<file path="src/rtl/mem_request_generator.sv">
// Strided memory request generator: walks a descriptor [index_start, index_end) and
// emits one byte-offset request per cycle, with backpressure and carry-safe termination.
module mem_request_generator #(
  parameter int ADDR_WIDTH  = 64,
  parameter int INDEX_WIDTH = 32,
  parameter int ID_WIDTH    = 1
) (
  input  logic                   ap_clk,
  input  logic                   areset,
  input  logic                   start_in,
  input  logic [ADDR_WIDTH-1:0]  base_address_in,
  input  logic [INDEX_WIDTH-1:0] index_start_in,
  input  logic [INDEX_WIDTH-1:0] index_end_in,
  input  logic [INDEX_WIDTH-1:0] stride_in,
  input  logic [3:0]             shift_in,
  input  logic [ID_WIDTH-1:0]    id_in,
  input  logic                   pause_in,
  output logic                   mem_req_valid_out,
  output logic [ADDR_WIDTH-1:0]  mem_req_base_address_out,
  output logic [ADDR_WIDTH-1:0]  mem_req_address_offset_out,
  output logic [ID_WIDTH-1:0]    mem_req_id_out,
  output logic                   busy_out,
  output logic                   done_out,
  output logic [INDEX_WIDTH-1:0] req_count_out
);

  typedef enum logic [2:0] {
    S_IDLE,
    S_SETUP,
    S_BUSY,
    S_PAUSE,
    S_DONE
  } state_t;

  state_t                 r_state;
  logic [ADDR_WIDTH-1:0]  r_base;
  logic [ADDR_WIDTH-1:0]  r_offset;
  logic [INDEX_WIDTH-1:0] r_index;
  logic [INDEX_WIDTH-1:0] r_end;
  logic [INDEX_WIDTH-1:0] r_stride;
  logic [INDEX_WIDTH-1:0] r_count;
  logic [3:0]             r_shift;
  logic [ID_WIDTH-1:0]    r_id;
  logic                   r_last;
  logic                   r_valid;
  logic                   r_busy;
  logic                   r_done;

  logic [INDEX_WIDTH:0]   w_sum;
  logic                   w_last;
  logic                   w_empty;
  logic                   w_issue;
  logic [ADDR_WIDTH-1:0]  w_offset;

  // The extra sum bit catches a carry out, so a near-max index never wraps into a bogus request.
  assign w_sum    = {1'b0, r_index} + {1'b0, r_stride};
  assign w_last   = w_sum[INDEX_WIDTH] | (w_sum >= {1'b0, r_end});
  assign w_empty  = (r_index >= r_end);
  assign w_offset = ADDR_WIDTH'(r_index) << r_shift;

  // A request is registered on the edge that enters (or stays in) BUSY, so valid coincides
  // with BUSY and DONE follows the last valid cycle.
  assign w_issue = !pause_in &&
                   (((r_state == S_SETUP) && !w_empty) ||
                    ((r_state == S_BUSY)  && !r_last)  ||
                     (r_state == S_PAUSE));

  // NOTE: every register here is state, so all updates are non-blocking; the asynchronous
  // reset clears every output register so the outputs go to zero without waiting for a clock.
  always_ff @(posedge ap_clk or posedge areset) begin
    if (areset) begin
      r_state  <= S_IDLE;
      r_base   <= '0;
      r_offset <= '0;
      r_index  <= '0;
      r_end    <= '0;
      r_stride <= '0;
      r_count  <= '0;
      r_shift  <= '0;
      r_id     <= '0;
      r_last   <= 1'b0;
      r_valid  <= 1'b0;
      r_busy   <= 1'b0;
      r_done   <= 1'b0;
    end else begin
      r_valid <= w_issue;
      if (w_issue) begin
        r_offset <= w_offset;
        r_index  <= w_sum[INDEX_WIDTH-1:0];
        r_count  <= r_count + INDEX_WIDTH'(1);
        r_last   <= w_last;
      end

      case (r_state)
        S_IDLE, S_DONE: begin
          if (start_in) begin
            r_base   <= base_address_in;
            r_index  <= index_start_in;
            r_end    <= index_end_in;
            r_stride <= (stride_in == '0) ? INDEX_WIDTH'(1) : stride_in;
            r_shift  <= shift_in;
            r_id     <= id_in;
            r_count  <= '0;
            r_last   <= 1'b0;
            r_busy   <= 1'b1;
            r_done   <= 1'b0;
            r_state  <= S_SETUP;
          end
        end
        S_SETUP: begin
          if (w_empty) begin
            r_busy  <= 1'b0;
            r_done  <= 1'b1;
            r_state <= S_DONE;
          end else if (pause_in) begin
            r_state <= S_PAUSE;
          end else begin
            r_state <= S_BUSY;
          end
        end
        S_BUSY: begin
          if (r_last) begin
            r_busy  <= 1'b0;
            r_done  <= 1'b1;
            r_state <= S_DONE;
          end else if (pause_in) begin
            r_state <= S_PAUSE;
          end
        end
        S_PAUSE: begin
          if (!pause_in) begin
            r_state <= S_BUSY;
          end
        end
        default: r_state <= S_IDLE;
      endcase
    end
  end

  assign mem_req_valid_out          = r_valid;
  assign mem_req_base_address_out   = r_base;
  assign mem_req_address_offset_out = r_offset;
  assign mem_req_id_out             = r_id;
  assign busy_out                   = r_busy;
  assign done_out                   = r_done;
  assign req_count_out              = r_count;

endmodule

</file>
<file path="config.mk">
export PLATFORM = sky130hd
export DESIGN_NAME = mem_request_generator
export DESIGN_NICKNAME = d
export VERILOG_FILES = /design/src/rtl/mem_request_generator.sv
export SDC_FILE = /design/constraint.sdc
export NUM_CORES = 1
export LEC_CHECK = 0
export CORE_UTILIZATION = 45
export CTS_BUF_LIST = sky130_fd_sc_hd__clkbuf_16
export CTS_CLUSTER_DIAMETER = 30
export DETAILED_ROUTE_END_ITERATION = 8
export HOLD_SLACK_MARGIN = 0.05
export PLACE_DENSITY = 0.73
export SYNTH_ARGS = -nofsm -noshare
export SYNTH_HDL_FRONTEND = slang
export SYNTH_SLANG_ARGS = --single-unit
</file>
<file path="constraint.sdc">
create_clock -name ap_clk -period 25.2 [get_ports ap_clk]
set_input_delay 5.04 -clock ap_clk [delete_from_list [all_inputs] [get_ports ap_clk]]
set_output_delay 5.04 -clock ap_clk [all_outputs]
set_load 0.005 [all_outputs]
</file>
# Word level (Yosys, flattened, before mapping)

Index checks and enable logic that the tools add are counted.

Register bits after elaboration: 268
Input bits: 169
Output and inout port bits: 164

Add/sub/neg operators: 2
Order comparisons: 2
Equality and inequality tests: 9
Shift operators: 1
Mux-type cells: 25
Bitwise gates (word level): 1
Reduce and logical (&&, ||, !) cells: 15

Operator list:

| kind                    | count |
|---|---|
| $mux W32                | 7 |
| $shl A32 B4 Y64         | 1 |
| $add A32 B32 Y33        | 1 |
| $ge A33 B32 Y1          | 1 |
| $add A32 B1 Y32 const B | 1 |
| $ge A32 B32 Y1          | 1 |
| $logic_not A32 Y1       | 1 |
| $mux W3                 | 5 |
| $pmux W3 S4             | 1 |
| $mux W1                 | 10 |
| $ne A2 B2 Y1 const B    | 4 |
| $eq A3 B2 Y1 const B    | 2 |
| $pmux W1 S3             | 2 |
| $reduce_and A4 Y1       | 1 |
| $eq A3 B1 Y1 const B    | 1 |
| $eq A3 B3 Y1 const B    | 1 |
| $logic_and A1 B1 Y1     | 3 |
| $logic_not A1 Y1        | 3 |
| $logic_not A3 Y1        | 1 |
| $ne A3 B3 Y1 const B    | 1 |
| $reduce_and A3 Y1       | 1 |
| $reduce_bool A3 Y1      | 1 |
| $logic_or A1 B1 Y1      | 2 |
| $reduce_and A2 Y1       | 1 |
| 2 further kinds         | 2 |

# Longest topological paths before layout

Gate-level depths: netlist of the first run.

Depth in word-level cells: 9
Mapped depth: 18
Gate-level depth less buffers: 17

# Worst setup path before layout of the first run

OpenSTA, ideal clock, no wires.

Kind: input-to-reg
Start point: input start_in
End point: register r_state[2]
Setup time: 0.087 ns
Arrival time: 6.395 ns
Required time: 25.113 ns
Setup slack: 18.718 ns
Stages: 6
Buffers on the path: 1
Cell sequence: and2_1 -> clkbuf_1 -> nor2_1 -> a2111oi_0 -> o21ai_0 -> a22oi_1

Word-level cells in the longest chain between the ends: 2

RTL lines:

| element                            | line | text |
|---|---|---|
| start: declaration                 | 10   | `input logic start_in,` |
| $ne A2 B2 Y1 (no source line)      | -    |  |
| $reduce_and A3 Y1 (no source line) | -    |  |
| end signal: assignment             | 72   | `r_state <= S_IDLE;` |
| end signal: assignment             | 107  | `r_state <= S_SETUP;` |
| end signal: assignment             | 114  | `r_state <= S_DONE;` |
| end: declaration                   | 35   | `state_t r_state;` |

No other way between the ends.
A chain may end at the register's enable or synchronous reset.

# Worst setup path in the final report of the first run

Start point: input start_in
End point: register r_stride[0]

Word-level cells in the longest chain between the ends: 1

RTL lines:

| element                            | line | text |
|---|---|---|
| $reduce_and A2 Y1 (no source line) | -    |  |
| end signal: assignment             | 100  | `r_stride <= (stride_in == '0) ? INDEX_WIDTH'(1) : stride_in;` |
| end: declaration                   | 40   | `logic [INDEX_WIDTH-1:0] r_stride;` |

No other way between the ends.

==> load_flow_metrics.sql, run 1 <==
INSERT INTO impl_metrics (metric_group, metric, value, unit) VALUES
('run_status', 'run_status', 'completed', ''),
('synth', 'synth_seq_area_share', '0.424', ''),
('final_layout', 'stdcell_count', '2506', ''),
('routing', 'routed_via_density', '5.44', ''),
('synth', 'dominantRegCellSynth', 'dfrtp_1', ''),
('sta', 'maxSlewHeadroom', '0.198', ''),
('place', 'port_buffers', '315', ''),
('cts', 'clock_tree_from_tritoncts', 'done', ''),
('synth', 'netlist_area', '14800', 'um^2'),
('worst_setup_path', 'cp.arrival', '8.12', 'ns'),
('sta', 'hold_viol', '0', ''),
('power', 'total_power', '3.08', 'mW'),
('sta', 'worst_slew_pin_slew', '1.19', 'ns'),
('cts', 'cts_buffers', '59', ''),
('synth', 'netlist-cell-type-count', '66', ''),
('floorplanning', 'core_area', '32500', 'um^2'),
('final_layout', 'finish.net_count', '2282', ''),
('global_routing', 'grt-ovfl-total', '0', ''),
('synth', 'synth_commonest_cells', 'nand2_1 (493), dfrtp_1 (251), o21ai_0 (137), a21oi_1 (101), ha_1 (97)', ''),
('final_layout', 'drive_above_1_share', '0.0736', ''),
('synth', 'synth_seq_cells', '251', ''),
('hold_path', 'timing.hold.worst.class', 'flip-flop to flip-flop', ''),
('place', 'placement.cell_area', '18200', 'um^2'),
('sta', 'finalHoldWorstSlack', '0.462', 'ns'),
('cts', 'clk_root_buffer_cell', 'clkbuf_16', ''),
('sta', 'fin_tns_setup', '0', 'ns'),
('worst_setup_path', 'timing.setup.critical_path_class', 'input port to flip-flop', ''),
('final_layout', 'layout.core_utilization', '0.622', ''),
('cts', 'cts.reportedPaths.clkPinSlew', '0.04', 'ns'),
('routing', 'drcViolationCount', '0', ''),
('floorplanning', 'design.portCount', '333', ''),
('floorplanning', 'fp-row-count', '66', ''),
('synth', 'synth.top_cells.by_area', 'dfrtp_1 (42%), nand2_1 (13%), ha_1 (8.2%)', ''),
('worst_setup_path', 'critical_path.max_fanout', '105', ''),
('power', 'power.ir.vdd_worst', '0.0764', 'mV'),
('place', 'post-place-ws', '16.95', 'ns'),
('final_layout', 'layout-area-overhead-vs-synth', '36.4', '%'),
('synth', 'share_of_flip_flops_with_an_asynchronous_set_or_reset_after_synthesis', '1.00', ''),
('floorplanning', 'chipHeight', '183', 'um'),
('global_routing', 'vias_in_the_first_global_route', '13515', ''),
('cts', 'postCtsHoldBufs', '0', ''),
('cts', 'total_number_of_h_tree_levels', '2', ''),
('synth', 'most_frequent_cell_after_synthesis', 'nand2_1', ''),
('power', 'power_density', '152', 'nW/um^2'),
('sta', 'final_critical_path_setup_slack', '17.59', 'ns'),
('global_routing', 'grt_max_degree', '118', ''),
('sta', 'timing_max_transition_violations_final', '0', ''),
('sta', 'finClkSkew', '0.0232', 'ns'),
('routing', 'detailedRoute.firstIterationViolations', '890', ''),
('sta', 'post-route-period-util', '0.302', ''),
('cts', 'insertion_delay', '0.58', 'ns'),
('floorplanning', 'design.die.area', '33600', 'um^2'),
('place', 'place_hpwl', '31600', 'um'),
('worst_setup_path', 'worst_setup_path_start_kind', 'input port', ''),
('routing', 'ant_nets', '0', ''),
('floorplanning', 'floorplan.initialDensity', '0.456', ''),
('routing', 'drtPass1Iterations', '5', ''),
('synth', 'yosys_warnings', '0', ''),
('worst_setup_path', 'cp_data_required_time', '25.71', 'ns'),
('cts', 'cts-resized-gates', '0', ''),
('routing', 'wl_per_cell', '17.2', 'um'),
('global_routing', 'grt_first_pass_wirelength', '69600', 'um'),
('synth', 'synth_largest_type_area_fraction', '0.424', ''),
('synth', 'post_synth_inst_count', '1721', ''),
('place', 'placed_cells', '2396', ''),
('sta', 'timing.fmax', '131', 'MHz'),
('final_layout', 'final_area', '20200', 'um^2'),
('global_routing', 'grt_antenna_before_repair', '0', ''),
('cts', 'cts_sinks', '251', ''),
('global_routing', 'total_routing_usage_reported_by_global_routing', '0.259', ''),
('power', 'leakage', '9.34', 'nW');
[placed cells by master (no fill, tap or decap), types with 7 or more instances in the layout]
master / instances
xnor2_1: 23
or3_1: 11
clkinv_4: 7
mux2i_1: 71
inv_6: 7
ha_1: 97
nor3_1: 15
conb_1: 17
mux2_2: 10
nor2_1: 76
nor2b_1: 10
clkbuf_16: 60
nand2b_1: 7
buf_4: 9
nand4_1: 18
and3_1: 15
dfrtp_1: 251
inv_1: 54
o211ai_1: 15
a211oi_1: 12
nand2_1: 492
a31o_2: 8
clkinv_2: 8
a21o_1: 34
or4_1: 10
nor4_1: 11
clkinvlp_4: 13
o21a_1: 8
o21ai_0: 137
clkdlybuf4s50_1: 315
a21oi_1: 101
mux4_2: 8
o31ai_1: 14
nand3_1: 25
xor2_1: 9
[report_power, final]
group,switching [mW],internal (mW)
clock,0.249,0.496
sequential,0.141,0.570
combinational,0.907,0.713
total,1.30,1.78
[state kept, by name, summed over array words and instances (netlist names)]
register                    cells
busy_out                        1
r_shift                         4
mem_req_base_address_out       64
mem_req_valid_out               1
r_end                          32
r_state                         3
r_index                        32
req_count_out                  32
mem_req_id_out                  1
r_last                          1
r_stride                       32
done_out                        1
mem_req_address_offset_out     47
[cell families after synthesis]
kind of cell               count (synthesis)  synth area share
DFF                                      251             0.424
muxes                                     89            0.0678
and+or+nand+nor                          714             0.205
adders and majority gates                 98            0.0834
AOI/OAI and AO/OA                        375             0.155
other                                      1          0.000253
buffers and inverters                    161            0.0456
xor gates and xnor gates                  32            0.0189
[layout make-up]
type,count,area [um^2]
fill,2733,12300
multi-input combinational,1325,7930
sequential,251,6280
timing repair buffer,324,3220
clock buffer,60,1500
tap,442,553
clock inverter,50,487
inverter,54,210
[worst paths after layout]
kind                                                             from                                          to  slack, ns  cells after the start
min in group asynchronous                                      areset    mem_req_base_address_out[19]$_DFFE_PP0P_       4.99                      2
setup reg to reg                                 r_index[0]$_DFF_PP0_                            r_last$_DFF_PP0_      20.46                     17
max in group asynchronous                                      areset                            r_last$_DFF_PP0_      18.54                      3
setup / recovery                                             start_in                     r_stride[0]$_DFFE_PP0P_      17.59                      6
hold reg to reg            mem_req_address_offset_out[30]$_DFFE_PP0P_  mem_req_address_offset_out[30]$_DFFE_PP0P_       0.46                      2
hold / removal             mem_req_address_offset_out[30]$_DFFE_PP0P_  mem_req_address_offset_out[30]$_DFFE_PP0P_       0.46                      2
[worst max-delay path: stages]
cell	delay, ns
clkdlybuf4s50_1	0.55
and2_4	0.60
buf_4	0.79
buf_4	0.78
o21ai_0	0.20
nand2_1	0.11
[routing by layer]
metal / vias up / GRT usage / wire length, um
met4: 0 / 0.0873 / 1120
met5: - / 0 / 0
met1: 6491 / 0.334 / 18600
met2: 531 / 0.420 / 19900
li1: 6545 / - / -
met3: 72 / 0.0681 / 3530
Note: power is estimated with default switching activity, not from simulation.
==> inputs of run 2 (changes only) <==
==> constraint.sdc (replaced) <==
create_clock -name ap_clk -period 7.05 [get_ports ap_clk]
set_input_delay 1.41 -clock ap_clk [delete_from_list [all_inputs] [get_ports ap_clk]]
set_output_delay 1.41 -clock ap_clk [all_outputs]
set_load 0.005 [all_outputs]
==> run 2 against run 1 <==
Effect of this change: critical path type is now flip-flop to flip-flop; sequential power rose to 3.6 times the previous value; largest power group unchanged; final area about the same; critical path depth grew 11; critical endpoint is now r_last$_DFF_PP0_; clock power grew to 3.6 times the previous value.
==> load_flow_metrics.sql, run 2 (same netlist as run 1, synthesis figures left out) <==
INSERT INTO impl_metrics (metric_group, metric, value, unit) VALUES
('run_status', 'run_status', 'completed', ''),
('hold_path', 'holdPathStages', '2', ''),
('worst_setup_path', 'cp.arrival', '4.99', 'ns'),
('floorplanning', 'design.die.area', '33600', 'um^2'),
('worst_setup_path', 'endpoint_kind', 'flip-flop', ''),
('final_layout', 'largest_reg_flops', '64', ''),
('worst_setup_path', 'cpLargestDelayFamily', 'compound AO/OA/AOI/OAI gates', ''),
('sta', 'setup_viol', '0', ''),
('power', 'p_int', '6.35', 'mW'),
('routing', 'routed_via_density', '5.43', ''),
('floorplanning', 'fp-row-count', '66', ''),
('place', 'place_hpwl', '32200', 'um'),
('final_layout', 'drive_above_1_share', '0.0697', ''),
('final_layout', 'layout_common_cells', 'nand2_1 (492), clkdlybuf4s50_1 (315), dfrtp_1 (251)', ''),
('cts', 'cts_sinks', '251', ''),
('global_routing', 'grt_first_pass_wirelength', '71200', 'um'),
('sta', 'post-route-period-util', '0.649', ''),
('worst_setup_path', 'crit-reg2reg-capture', 'r_last$_DFF_PP0_', ''),
('floorplanning', 'floorplan.initialDensity', '0.456', ''),
('final_layout', 'layout-area-overhead-vs-synth', '36.4', '%'),
('final_layout', 'finish.net_count', '2283', ''),
('worst_setup_path', 'worst_path_largest_cell_delay', '0.61', 'ns'),
('sta', 'timing.fmax', '219', 'MHz'),
('worst_setup_path', 'ff2ff_path_depth', '17', ''),
('hold_path', 'hold_path.startpoint', 'mem_req_address_offset_out[41]$_DFFE_PP0P_', ''),
('sta', 'timing_max_transition_violations_final', '0', ''),
('worst_setup_path', 'cp_data_required_time', '7.46', 'ns'),
('sta', 'maxSlewHeadroom', '0.183', ''),
('global_routing', 'vias_in_the_first_global_route', '13697', ''),
('cts', 'clk_root_buffer_cell', 'clkbuf_16', ''),
('cts', 'postCtsHoldBufs', '0', ''),
('cts', 'cts_buffers', '58', ''),
('power', 'leakage', '9.36', 'nW'),
('final_layout', 'antenna_cells', '0', ''),
('power', 'power.share.combinational', '0.530', ''),
('floorplanning', 'chipHeight', '183', 'um'),
('global_routing', 'total_routing_usage_reported_by_global_routing', '0.265', ''),
('power', 'power.switching_fraction', '0.423', ''),
('global_routing', 'grt-ovfl-total', '0', ''),
('worst_setup_path', 'timing.setup.critical_path_class', 'flip-flop to flip-flop', ''),
('routing', 'drcViolationCount', '0', ''),
('final_layout', 'most_common_cell_after_layout_fill_and_taps_aside', 'nand2_1', ''),
('power', 'power_density', '545', 'nW/um^2'),
('final_layout', 'layout.core_utilization', '0.622', ''),
('sta', 'grt_setup_unrepaired', 'false', ''),
('floorplanning', 'die_w', '183', 'um'),
('routing', 'detailedRoute.firstIterationViolations', '1038', ''),
('cts', 'total_number_of_h_tree_levels', '2', ''),
('sta', 'finClkSkew', '0.0221', 'ns'),
('worst_setup_path', 'r2r_start', 'r_index[0]$_DFF_PP0_', ''),
('sta', 'fin_tns_setup', '0', 'ns'),
('hold_path', 'timing.hold.worst.class', 'flip-flop to flip-flop', ''),
('worst_setup_path', 'timing.critical_path.cells', 'ha_1, fa_1, a21o_1, a221oi_1, o22ai_1, o21ai_0, o21bai_1, xor2_1, ha_1, a21o_1, a21o_1, a21oi_1, o21ai_0, nand2_1, o2111ai_1, a211oi_1, a21oi_1', ''),
('worst_setup_path', 'cp_num_buf_inv', '0', ''),
('routing', 'routed-via-count', '13617', ''),
('power', 'power.share.sequential', '0.230', ''),
('global_routing', 'grt_antenna_before_repair', '0', ''),
('sta', 'hold_viol', '0', ''),
('global_routing', 'grt_max_degree', '148', ''),
('routing', 'drtPass1Iterations', '5', ''),
('power', 'power.ir.vdd_worst', '0.294', 'mV'),
('hold_path', 'sink_of_the_worst_hold_path', 'mem_req_address_offset_out[41]$_DFFE_PP0P_', ''),
('sta', 'period_minus_slack', '4.58', 'ns'),
('cts', 'clock_tree_from_tritoncts', 'done', ''),
('worst_setup_path', 'worst_setup_path_start_kind', 'flip-flop', ''),
('routing', 'ant_nets', '0', ''),
('routing', 'wl_per_cell', '17.5', 'um'),
('worst_setup_path', 'r2r_setup_slack', '2.47', 'ns'),
('cts', 'post-cts-setup-buffer-count', '0', ''),
('sta', 'worst_slew_pin_slew', '1.22', 'ns'),
('power', 'power.switching', '4.66', 'mW'),
('cts', 'insertion_delay', '0.58', 'ns'),
('place', 'gpl.final_weighted_congestion', '0.951', ''),
('worst_setup_path', 'cpMaxStageDelayCell', 'a221oi_1', ''),
('place', 'port_buffers', '315', ''),
('routing', 'postRouteWirelength', '44000', 'um'),
('flow_run', 'maxCapViolCount', '0', ''),
('cts', 'cts.reportedPaths.clkPinSlew', '0.05', 'ns'),
('cts', 'number_of_buffers_on_the_longest_clock_path', '3', ''),
('worst_setup_path', 'critical_path.max_fanout', '6', ''),
('cts', 'cts-resized-gates', '0', ''),
('worst_setup_path', 'critical_path_most_common_cell', 'a21o_1', ''),
('power', 'pwr-share-clk', '0.241', ''),
('floorplanning', 'core_area', '32500', 'um^2'),
('floorplanning', 'design.portCount', '333', '');
-- run 2: cell types whose count changed in the layout (fill, tap and decap cells not counted), moves of 2 or more --
| cell | change |
|---|---|
| clkbuf_16 | -2 |
| clkinv_1 | +6 |
| inv_1 | +3 |
| inv_6 | -2 |
| clkinvlp_4 | -4 |
| clkinv_2 | -3 |
-- run 2: routing by layer --
| metal | global-route usage | share of wire |
|---|---|---|
| met5 | 0 | 0 |
| met1 | 0.343 | 0.43 |
| met3 | 0.0723 | 0.082 |
| met4 | 0.0860 | 0.026 |
| met2 | 0.428 | 0.47 |
-- run 2: power groups by stage --
| stage | combinational [mW] | clock [mW] | sequential (mW) |
|---|---|---|---|
| floorplan | 3.91 | 0 | 2.40 |
| global placement | 5.58 | 0 | 2.51 |
| detailed placement | 5.72 | 0 | 2.53 |
| CTS | 5.78 | 2.68 | 2.52 |
| global route | 6.48 | 2.76 | 2.60 |
| finish | 5.83 | 2.65 | 2.53 |
-- run 2: how the worst max path moves through the flow --
stage / from / endpoint / slack, ns / cells past startpoint
global route: r_index[0]$_DFF_PP0_ / r_last$_DFF_PP0_ / 2.13 / 17
floorplan: areset / busy_out$_DFFE_PP0P_ / 2.34 / 1
detailed placement: r_index[0]$_DFF_PP0_ / r_last$_DFF_PP0_ / 2.64 / 17
global placement: r_index[0]$_DFF_PP0_ / r_last$_DFF_PP0_ / 2.75 / 17
CTS: r_index[0]$_DFF_PP0_ / r_last$_DFF_PP0_ / 2.53 / 17
finish: r_index[0]$_DFF_PP0_ / r_last$_DFF_PP0_ / 2.47 / 17
-- run 2: final cells by class --
type	instances	area, um^2
sequential	251	6280
tap	442	553
multi-input combinational	1325	7930
clock inverter	51	518
inverter	54	206
timing repair buffer	326	3250
fill	2726	12300
clock buffer	58	1450
-- run 2: through the flow --
stage          total power, mW  worst slack (ns)  std cells  hold WS, ns  instance area (um^2)
4_1_cts                   11.0              2.53       2507        0.473                 20200
3_5_place_dp              8.25              2.64       2398        0.460                 18200
2_1_floorplan             6.31              2.34       1737        0.443                 14900
6_report                  11.0              2.47       2507        0.467                 20200
5_1_grt                   11.8              2.13       2507        0.489                 20200
3_3_place_gp              8.09              2.75       2398        0.457                 18200
-- run 2: tightest hold or removal path, cell delays in order (launching register included) --
cell and delay [ns]:
dfrtp_1 0.33, nand2_1 0.05, nand2_1 0.05
==> inputs of run 3 (changes only) <==
--- a/config.mk
+++ b/config.mk
@@ -10,7 +10,7 @@
 export CTS_CLUSTER_DIAMETER = 30
 export DETAILED_ROUTE_END_ITERATION = 8
 export HOLD_SLACK_MARGIN = 0.05
-export PLACE_DENSITY = 0.73
+export PLACE_DENSITY = 0.76
 export SYNTH_ARGS = -nofsm -noshare
 export SYNTH_HDL_FRONTEND = slang
 export SYNTH_SLANG_ARGS = --single-unit
==> constraint.sdc (replaced) <==
create_clock -name ap_clk -period 3.85 [get_ports ap_clk]
set_input_delay 0.77 -clock ap_clk [delete_from_list [all_inputs] [get_ports ap_clk]]
set_output_delay 0.77 -clock ap_clk [all_outputs]
set_load 0.005 [all_outputs]
==> run 3 against run 2 <==
Effect of this change: the run now ends with setup timing left; sequential share of layout area is 0.81 points lower; largest power group unchanged; register-to-register slack worse by 2.5 ns; critical path depth is 2 lower; critical endpoint unchanged; flip-flop and latch count stayed put; cell count is 2.0% higher.
==> load_flow_metrics.sql, run 3 (same netlist as run 1, synthesis figures left out) <==
INSERT INTO impl_metrics (metric_group, metric, value, unit) VALUES
('final_layout', 'antenna_cells', '0', ''),
('worst_setup_path', 'cp_data_required_time', '4.28', 'ns'),
('final_layout', 'most_common_cell_after_layout_fill_and_taps_aside', 'nand2_1', ''),
('cts', 'number_of_buffers_on_the_longest_clock_path', '3', ''),
('cts', 'clock_tree_from_tritoncts', 'done', ''),
('run_status', 'violated_checks', 'setup timing', ''),
('sta', 'setup_viol', '1', ''),
('floorplanning', 'core_area', '32500', 'um^2'),
('global_routing', 'grt-ovfl-total', '0', ''),
('sta', 'worst_slew_pin_slew', '0.901', 'ns'),
('cts', 'cts.reportedPaths.clkPinSlew', '0.05', 'ns'),
('sta', 'maxSlewHeadroom', '0.400', ''),
('routing', 'routed-via-count', '13860', ''),
('floorplanning', 'fp-row-count', '66', ''),
('routing', 'ant_nets', '0', ''),
('cts', 'postCtsHoldBufs', '0', ''),
('floorplanning', 'design.portCount', '333', ''),
('hold_path', 'timing.hold.worst.class', 'flip-flop to flip-flop', ''),
('routing', 'wl_per_cell', '17.5', 'um'),
('place', 'gpl.final_weighted_congestion', '0.949', ''),
('final_layout', 'drive_above_1_share', '0.108', ''),
('hold_path', 'holdPathStages', '2', ''),
('routing', 'detailedRoute.firstIterationViolations', '895', ''),
('worst_setup_path', 'timing.setup.critical_path_class', 'flip-flop to flip-flop', ''),
('power', 'power.ir.vdd_worst', '0.485', 'mV'),
('final_layout', 'filler_cell_count', '2621', ''),
('sta', 'final_critical_path_setup_slack', '-0.0226', 'ns'),
('worst_setup_path', 'cp.arrival', '4.30', 'ns'),
('global_routing', 'grt_antenna_before_repair', '0', ''),
('sta', 'hold_viol', '0', ''),
('floorplanning', 'die_w', '183', 'um'),
('sta', 'post-route-period-util', '1.01', ''),
('sta', 'timing.fmax', '258', 'MHz'),
('cts', 'total_number_of_h_tree_levels', '2', ''),
('final_layout', 'layout_common_cells', 'nand2_1 (492), clkdlybuf4s50_1 (315), dfrtp_1 (251)', ''),
('worst_setup_path', 'critical_path.max_fanout', '3', ''),
('global_routing', 'grt_first_pass_wirelength', '71000', 'um'),
('sta', 'finClkSkew', '0.0207', 'ns'),
('worst_setup_path', 'endpoint_kind', 'flip-flop', ''),
('cts', 'cts_sinks', '251', ''),
('place', 'placement.cell_area', '18800', 'um^2'),
('place', 'place_hpwl', '33400', 'um'),
('cts', 'cts_buffers', '52', ''),
('place', 'post-place-ws', '-0.182', 'ns'),
('sta', 'fin_tns_setup', '-0.0226', 'ns'),
('worst_setup_path', 'worst_setup_path_start_kind', 'flip-flop', ''),
('global_routing', 'vias_in_the_first_global_route', '13677', ''),
('sta', 'period_minus_slack', '3.87', 'ns'),
('worst_setup_path', 'ff2ff_path_depth', '15', ''),
('floorplanning', 'design.die.area', '33600', 'um^2'),
('routing', 'routed_via_density', '5.42', ''),
('sta', 'timing_max_transition_violations_final', '0', ''),
('global_routing', 'total_routing_usage_reported_by_global_routing', '0.267', ''),
('routing', 'postRouteWirelength', '44800', 'um'),
('cts', 'insertion_delay', '0.56', 'ns'),
('final_layout', 'finish.net_count', '2340', ''),
('cts', 'clk_root_buffer_cell', 'clkbuf_16', ''),
('global_routing', 'grt_max_degree', '104', ''),
('final_layout', 'final_area', '20700', 'um^2'),
('routing', 'drcViolationCount', '0', ''),
('final_layout', 'layout-area-overhead-vs-synth', '40.1', '%'),
('routing', 'drtPass1Iterations', '5', ''),
('sta', 'grt_setup_unrepaired', 'true', ''),
('power', 'leakage', '9.61', 'nW'),
('sta', 'finalHoldWorstSlack', '0.470', 'ns'),
('floorplanning', 'floorplan.initialDensity', '0.456', ''),
('place', 'port_buffers', '315', ''),
('power', 'power_density', '1010', 'nW/um^2'),
('final_layout', 'largest_reg_flops', '64', ''),
('run_status', 'run_status', 'complete, but fails checks', ''),
('flow_run', 'maxCapViolCount', '0', ''),
('floorplanning', 'chipHeight', '183', 'um');
[run 3: power breakdown]
part	leakage, nW	internal [mW]	total, mW	switching, mW
combinational	5.59	5.43	11.8	6.40
clock	0.850	2.94	4.51	1.57
sequential	3.17	3.73	4.53	0.800
total	9.61	12.1	20.9	8.77
[run 3: final cells by class]
cell class	count	area, um^2	area share
Tap cell	442	553	0.0267
Clock inverter	44	457	0.0220
Clock buffer	53	1330	0.0640
Sequential cell	251	6280	0.303
Multi-Input combinational cell	1325	8070	0.389
Timing Repair Buffer	389	3830	0.185
Inverter	54	206	0.00996
[run 3: path summary, 6_finish.rpt]
path                                                     startpoint                                  endpoint  slack [ns]
setup / recovery                            r_stride[1]$_DFFE_PP0P_                          r_last$_DFF_PP0_       -0.02
hold / removal             mem_req_base_address_out[28]$_DFFE_PP0P_  mem_req_base_address_out[28]$_DFFE_PP0P_        0.47
setup reg to reg                            r_stride[1]$_DFFE_PP0P_                          r_last$_DFF_PP0_       -0.02
hold reg to reg            mem_req_base_address_out[28]$_DFFE_PP0P_  mem_req_base_address_out[28]$_DFFE_PP0P_        0.47
max in group asynchronous                                    areset                      r_index[2]$_DFF_PP0_        2.48
min in group asynchronous                                    areset  mem_req_base_address_out[62]$_DFFE_PP0P_        0.64
[run 3: through the flow]
stage          utilization  std cells  total power, mW
2_1_floorplan            -       1737             11.5
3_3_place_gp         0.578       2456             15.4
3_5_place_dp         0.578       2456             15.8
4_1_cts              0.636       2555             20.6
5_1_grt              0.639       2558             22.5
6_report             0.639       2558             20.9
[run 3: per-layer routing]
| layer | routed length, um | GRT usage | up-vias | part of all wire |
|---|---|---|---|---|
| li1 | - | - | 6659 | - |
| met1 | 19700 | 0.353 | 6626 | 0.44 |
| met2 | 20600 | 0.427 | 492 | 0.46 |
| met3 | 3050 | 0.0578 | 83 | 0.068 |
| met4 | 1470 | 0.102 | 0 | 0.033 |
| met5 | 0 | 0 | - | 0 |
[run 3: what timing repair did]
action | 4_1_cts | 5_1_grt
setup endpoints to repair | 1 | 1
pin swaps | 12 | 13
buffers inserted | 2 | 3
resized for setup | 14 | 12
[run 3: critical path: stages, from the launching register on]
cell and delay, ns:
dfrtp_1 0.42, ha_4 0.27, a211oi_4 0.22, o211ai_2 0.14, a221o_1 0.34, a221o_1 0.39
a2111oi_4 0.37, buf_4 0.19, nor3_2 0.05, nor2_1 0.15, xnor2_1 0.13, ha_1 0.26
a211oi_1 0.30, o2111ai_2 0.18, a211oi_2 0.23, a21oi_1 0.09
